[src/rtl/traffic_pkg.sv]
// rtl/traffic_pkg.sv - shared types and constants for the traffic phase scheduler
//
// Purpose: phase encodings, service-history encoding, light-head codes and
// default phase durations shared by the scheduler and its bench.
// Ports: none (package).

package traffic_pkg;

  // Phase encodings are visible on the debug `phase` output, so values are fixed.
  typedef enum logic [2:0] {
    PH_MAIN_GREEN  = 3'd0,
    PH_MAIN_YELLOW = 3'd1,
    PH_ALL_RED     = 3'd2,
    PH_SIDE_GREEN  = 3'd3,
    PH_SIDE_YELLOW = 3'd4,
    PH_PED_WALK    = 3'd5,
    PH_EMG_HOLD    = 3'd6
  } phase_e;

  // Which demand was served most recently out of ALL_RED.
  typedef enum logic {
    SERVED_SIDE = 1'b0,
    SERVED_PED  = 1'b1
  } served_e;

  // One-hot light-head codes.
  localparam logic [2:0] LIGHT_RED = 3'b100;
  localparam logic [2:0] LIGHT_YEL = 3'b010;
  localparam logic [2:0] LIGHT_GRN = 3'b001;

  // Default timing, durations in seconds.
  localparam int DEF_CLK_PER_SEC = 50_000_000;
  localparam int DEF_T_MAIN_MIN  = 7;
  localparam int DEF_T_YEL       = 2;
  localparam int DEF_T_ALLRED    = 1;
  localparam int DEF_T_SIDE      = 5;
  localparam int DEF_T_PED       = 4;

endpackage

[src/rtl/traffic_phase_scheduler_sec_tick_gen.sv]
// rtl/traffic_phase_scheduler_sec_tick_gen.sv - one-second tick prescaler
//
// Purpose: counts 0..CLK_PER_SEC-1 and flags `tick` during the last count.
// Clearing on `clr` lets every phase start with a full first second.
// Ports:
//   clk  - clock
//   rst  - asynchronous active-high reset
//   clr  - synchronous clear of the prescaler
//   tick - high for one cycle per CLK_PER_SEC cycles

module sec_tick_gen #(
  parameter int CLK_PER_SEC = 50_000_000
) (
  input  logic clk,
  input  logic rst,
  input  logic clr,
  output logic tick
);

  localparam int W = $clog2(CLK_PER_SEC);
  localparam logic [W-1:0] LAST = W'(CLK_PER_SEC - 1);

  logic [W-1:0] cnt;

  assign tick = (cnt == LAST);

  always_ff @(posedge clk or posedge rst) begin
    if (rst) begin
      cnt <= '0;
    end else if (clr || tick) begin
      cnt <= '0;
    end else begin
      cnt <= cnt + W'(1);
    end
  end

endmodule

[src/rtl/traffic_phase_scheduler.sv]
// rtl/traffic_phase_scheduler.sv - demand-driven intersection phase scheduler
//
// Purpose: sequences main/side light heads and the pedestrian walk lamp,
// arbitrating between side-road demand, latched pedestrian demand and
// emergency preemption. Phase durations are counted in one-second ticks.
// Ports:
//   clk, rst            - clock, asynchronous active-high reset
//   side_req            - side-road vehicle present (level)
//   ped_req             - pedestrian button (any-width pulse)
//   emg_req             - emergency preempt (level)
//   light_main/side     - one-hot heads: 100 red, 010 yellow, 001 green
//   walk                - pedestrian walk lamp
//   ped_pending         - latched pedestrian request
//   phase               - current phase encoding (debug)

module traffic_phase_scheduler
  import traffic_pkg::*;
#(
  parameter int CLK_PER_SEC = DEF_CLK_PER_SEC,
  parameter int T_MAIN_MIN  = DEF_T_MAIN_MIN,
  parameter int T_YEL       = DEF_T_YEL,
  parameter int T_ALLRED    = DEF_T_ALLRED,
  parameter int T_SIDE      = DEF_T_SIDE,
  parameter int T_PED       = DEF_T_PED
) (
  input  logic       clk,
  input  logic       rst,
  input  logic       side_req,
  input  logic       ped_req,
  input  logic       emg_req,
  output logic [2:0] light_main,
  output logic [2:0] light_side,
  output logic       walk,
  output logic       ped_pending,
  output logic [2:0] phase
);

  // Last second index of each timed phase.
  localparam logic [3:0] MAIN_LAST   = 4'(T_MAIN_MIN - 1);
  localparam logic [3:0] YEL_LAST    = 4'(T_YEL - 1);
  localparam logic [3:0] ALLRED_LAST = 4'(T_ALLRED - 1);
  localparam logic [3:0] SIDE_LAST   = 4'(T_SIDE - 1);
  localparam logic [3:0] PED_LAST    = 4'(T_PED - 1);

  phase_e     state, state_next;
  served_e    last_served;
  logic       from_main, from_main_next;
  logic [3:0] sec_cnt;
  logic       tick;
  logic       state_change;

  assign state_change = (state_next != state);

  sec_tick_gen #(
    .CLK_PER_SEC(CLK_PER_SEC)
  ) u_tick (
    .clk (clk),
    .rst (rst),
    .clr (state_change),
    .tick(tick)
  );

  always_ff @(posedge clk or posedge rst) begin
    if (rst) begin
      state       <= PH_MAIN_GREEN;
      from_main   <= 1'b0;
      last_served <= SERVED_PED;
      sec_cnt     <= '0;
      ped_pending <= 1'b0;
    end else begin
      state     <= state_next;
      from_main <= from_main_next;

      // Saturate so a long idle MAIN_GREEN keeps its minimum-green condition met.
      if (state_change) begin
        sec_cnt <= '0;
      end else if (tick && (sec_cnt != 4'hF)) begin
        sec_cnt <= sec_cnt + 4'd1;
      end

      if (state_change && (state_next == PH_SIDE_GREEN)) begin
        last_served <= SERVED_SIDE;
      end else if (state_change && (state_next == PH_PED_WALK)) begin
        last_served <= SERVED_PED;
      end

      // Entering the walk phase consumes the request, even one arriving this cycle.
      if (state_change && (state_next == PH_PED_WALK)) begin
        ped_pending <= 1'b0;
      end else if (ped_req) begin
        ped_pending <= 1'b1;
      end
    end
  end

  always_comb begin
    state_next     = state;
    from_main_next = from_main;
    case (state)
      PH_MAIN_GREEN: begin
        if (emg_req) begin
          state_next = PH_EMG_HOLD;
        end else if (tick && (sec_cnt >= MAIN_LAST) && (side_req || ped_pending)) begin
          state_next = PH_MAIN_YELLOW;
        end
      end
      PH_MAIN_YELLOW: begin
        if (tick && (sec_cnt == YEL_LAST)) begin
          state_next     = PH_ALL_RED;
          from_main_next = 1'b1;
        end
      end
      PH_ALL_RED: begin
        if (tick && (sec_cnt == ALLRED_LAST)) begin
          if (emg_req) begin
            state_next = PH_EMG_HOLD;
          end else if (!from_main) begin
            state_next = PH_MAIN_GREEN;
          end else if (side_req && ped_pending) begin
            // Alternate between the two demands when both are waiting.
            state_next = (last_served == SERVED_PED) ? PH_SIDE_GREEN : PH_PED_WALK;
          end else if (side_req) begin
            state_next = PH_SIDE_GREEN;
          end else if (ped_pending) begin
            state_next = PH_PED_WALK;
          end else begin
            state_next = PH_MAIN_GREEN;
          end
        end
      end
      PH_SIDE_GREEN: begin
        if (emg_req || (tick && (sec_cnt == SIDE_LAST))) begin
          state_next = PH_SIDE_YELLOW;
        end
      end
      PH_SIDE_YELLOW: begin
        if (tick && (sec_cnt == YEL_LAST)) begin
          state_next     = PH_ALL_RED;
          from_main_next = 1'b0;
        end
      end
      PH_PED_WALK: begin
        // Preempted walk still clears through SIDE_YELLOW so the emergency
        // vehicle sees a full yellow + all-red before main goes green.
        if (emg_req) begin
          state_next = PH_SIDE_YELLOW;
        end else if (tick && (sec_cnt == PED_LAST)) begin
          state_next     = PH_ALL_RED;
          from_main_next = 1'b0;
        end
      end
      PH_EMG_HOLD: begin
        if (!emg_req) begin
          state_next = PH_MAIN_GREEN;
        end
      end
      default: begin
        state_next = PH_MAIN_GREEN;
      end
    endcase
  end

  always_comb begin
    light_main = LIGHT_RED;
    light_side = LIGHT_RED;
    walk       = 1'b0;
    case (state)
      PH_MAIN_GREEN,
      PH_EMG_HOLD:    light_main = LIGHT_GRN;
      PH_MAIN_YELLOW: light_main = LIGHT_YEL;
      PH_SIDE_GREEN:  light_side = LIGHT_GRN;
      PH_SIDE_YELLOW: light_side = LIGHT_YEL;
      PH_PED_WALK:    walk = 1'b1;
      default:        light_main = LIGHT_RED;
    endcase
  end

  assign phase = state;

endmodule

[config.mk]
export PLATFORM = sky130hd
export DESIGN_NAME = traffic_phase_scheduler
export DESIGN_NICKNAME = d
export VERILOG_FILES = /design/src/rtl/traffic_pkg.sv /design/src/rtl/traffic_phase_scheduler_sec_tick_gen.sv /design/src/rtl/traffic_phase_scheduler.sv
export SDC_FILE = /design/constraint.sdc
export NUM_CORES = 1
export LEC_CHECK = 0
export CAP_MARGIN = 20
export CORE_UTILIZATION = 59
export DETAILED_ROUTE_END_ITERATION = 10
export MAX_ROUTING_LAYER = met4
export PLACE_DENSITY = 0.79
export SLEW_MARGIN = 5
export SYNTH_ARGS = -nofsm -noshare
export SYNTH_HDL_FRONTEND = slang
export SYNTH_SLANG_ARGS = --single-unit
export TNS_END_PERCENT = 5
[constraint.sdc]
create_clock -name clk -period 2.7 [get_ports clk]
set_input_delay 0.54 -clock clk [delete_from_list [all_inputs] [get_ports clk]]
set_output_delay 0.54 -clock clk [all_outputs]
set_load 0.02 [all_outputs]
==> results.json <==
{
  "status": "completed",
  "overflow": 0,
  "crit_end": "u_tick.cnt[12]",
  "netlist_instances": 267,
  "setup-tns-final_ns": 0,
  "drt_first_pass_iters": 5,
  "final_nets": 301,
  "drtIter0Drc": 233,
  "setup_viol_count_final": 0,
  "postCtsSetupBuffers": 0,
  "endpoint_kind": "flip-flop",
  "rrSetupSlack_ns": 0.12,
  "syn_area_sq_mm": 0.00254,
  "rsz0062_at_grt": "true",
  "antenna_found_initial": 0,
  "grt_pass1_wl_mm": 9.49,
  "min_period_ns": 2.63,
  "crit_arrival_ns": 2.83,
  "post_drt_via_cell_ratio": 6.37,
  "numClockSinks": 36,
  "synthesis.nets": 277,
  "h-tree-depth": 2,
  "core_sq_mm": 0.00406,
  "slew_headroom_pct": 69.0,
  "yosysSeqAreaShare_pct": 35.5,
  "rr_startpoint": "sec_cnt[0]",
  "crit_required_ns": 2.89,
  "cts_root_buf": "clkbuf_8",
  "io_pins": 16,
  "dieArea_sq_mm": 0.00457,
  "drive_above_1_share_pct": 20.2,
  "diodes": 0,
  "p_leak_nw": 1.11,
  "grt_pass1_vias": 1901,
  "utilization_pct": 72.3,
  "critPathMaxFanout": 12,
  "antenna_left": 0,
  "cts_buffers": 5,
  "ys_ff_latch": 36,
  "power_density_mw_per_mm2": 848,
  "finalWeightedCongestion": 0.980,
  "max-clock-path-buffers": 2,
  "worstMarginPinSlew_ns": 0.462,
  "async_flop_share_pct": 100,
  "via_count": 2177,
  "dp_hpwl_mm": 4.13,
  "area_delta_synth_final_pct": 15.5,
  "reg2regPathDepth": 10,
  "grt_start_max_net_pins": 37,
  "ir_drop_v": 0.000687,
  "cp-start-kind": "input port",
  "post-route-period-util_pct": 97.5,
  "fmaxAchievable_mhz": 380,
  "path_class": "in -> reg",
  "grt.total_usage_pct": 29.2,
  "die_width_microns": 67.6,
  "wl_per_cell_microns": 17.9,
  "clkTransAtPathRegs_ns": 0.07,
  "reg2reg_to": "u_tick.cnt[12]",
  "postRouteWirelength_mm": 6.11,
  "core.rowCount": 23,
  "setup.worst_path.start": "emg_req",
  "insertion_delay_ns": 0.30,
  "synth_edf_count": 0,
  "ys.warnings.count": 0,
  "die_h_microns": 67.6,
  "synthDistinctLibCells": 59,
  "worst_clock_skew_ns": 0.00965,
  "drv_cap": 0,
  "dominantRegCellSynth": "dfrtp_1",
  "start_util_pct": 62.6,
  "io_buffers": 15,
  "cts_tree": "done",
  "hold_path_class": "reg -> reg",
  "syn_avg_cell_area_sq_um": 9.51,
  "drv_slew": 0,
  "finalHoldViolations": 0,
  "route.detailed.drc": 0
}
==> how the worst min path moves through the flow <==
stage | start | end | depth (start not counted)
floorplan | last_served | last_served | 2
global placement | last_served | last_served | 2
detailed placement | last_served | last_served | 2
CTS | last_served | last_served | 2
global route | last_served | last_served | 2
finish | last_served | last_served | 2
==> power breakdown <==
| group | total (mW) | switching (mW) | internal, mW |
|---|---|---|---|
| clock | 0.533 | 0.207 | 0.326 |
| sequential | 0.683 | 0.0905 | 0.592 |
| combinational | 1.27 | 0.787 | 0.484 |
==> synthesized netlist by cell type (all sizes together) (2+ instances only) <==
cell type	n	share of area, %
and4bb	2	0.99
inv	15	2.2
xnor2	17	5.9
xor2	9	3.1
nand2b	3	0.74
nand3	14	3.2
nand3b	2	0.59
nand4	7	1.7
nand2	19	2.8
and4	4	1.4
nor3	27	5.5
mux2i	3	1.2
and2	2	0.49
buf	15	4.3
nor2b	4	0.99
nor2	13	1.9
and3	5	1.2
dfrtp	35	34
o31ai	3	0.89
a211oi	2	0.79
a31oi	2	0.49
or2	2	0.49
o211ai	2	0.79
a311oi	2	0.69
nor4	21	9.0
o21ai	8	1.6
a2111oi	2	1.4
ha	5	2.5
a21oi	3	0.74
==> per-stage QoR <==
stage               power [mW]  std cells  setup WS, ns  hold WS [ns]  cell area, sq um
floorplan                 1.51        267         0.212         0.467              2540
global placement          1.87        332        -0.102         0.487              2770
detailed placement        1.88        332        -0.274         0.493              2770
CTS                       2.42        340        0.0212         0.504              2900
global route              2.60        342       -0.0411         0.549              2930
finish                    2.49        342        0.0669         0.504              2930
==> worst max-delay path, stage by stage <==
cell             delay (ns)
clkdlybuf4s50_1        0.45
buf_4                  0.21
nor4b_4                0.31
nand3_2                0.13
a2111oi_4              0.41
a21oi_4                0.09
mux2_4                 0.41
nor4_2                 0.26
==> routing by layer <==
layer	share of wire, %	GRT usage (%)	wire (microns)	up-vias
li1	-	-	-	1025
met1	46	41.6	2800	1037
met2	45	40.0	2740	104
met3	7.6	5.91	465	11
met4	1.8	10.9	112	0
met5	0	-	0	-
==> logic make-up (layout without fill, tap and decap cells) <==
group / count (synthesis) / count (layout) / synth area share, %
AO/OA/AOI/OAI: 33 / 33 / 10.4
multiplexers: 4 / 6 / 1.77
flip-flops: 36 / 36 / 35.5
AND/OR/NAND/NOR: 131 / 131 / 33.8
XOR/XNOR: 26 / 26 / 8.97
adder cells (fa/ha/maj): 6 / 6 / 2.86
buffers and inverters: 31 / 54 / 6.65
==> cell usage in the layout, fill, tap and decap left out, types with 9 or more instances in the layout <==
| cell type | count |
|---|---|
| nor4_2 | 13 |
| inv_1 | 15 |
| xnor2_1 | 17 |
| xor2_1 | 9 |
| nor2_1 | 12 |
| nor3_1 | 26 |
| nand2_1 | 19 |
| clkdlybuf4s50_1 | 15 |
| dfrtp_1 | 34 |
| buf_4 | 15 |
| nand3_1 | 12 |
==> area by class of cell <==
| type | count | area [sq um] |
|---|---|---|
| clock buffers | 7 | 96.3 |
| multi-input cells | 202 | 1500 |
| repair buffers | 31 | 283 |
| flip-flops and latches | 36 | 903 |
| inverters | 15 | 56.3 |
| well taps | 50 | 62.6 |
| fillers | 271 | 1120 |
| clock inverters | 1 | 30.0 |
==> state kept, by name, summed over array words and instances, names as in the netlist <==
name / count
from_main: 1
last_served: 1
ped_pending: 1
phase: 3
sec_cnt: 4
u_tick.cnt: 26
==> timing repair <==
action | in CTS | in global routing
setup endpoints to repair | 0 | 31
resized for setup | 0 | 3
hold endpoints to repair | 0 | 0
hold buffers | 0 | 0
No activity file was read; power rests on OpenSTA's default activity.
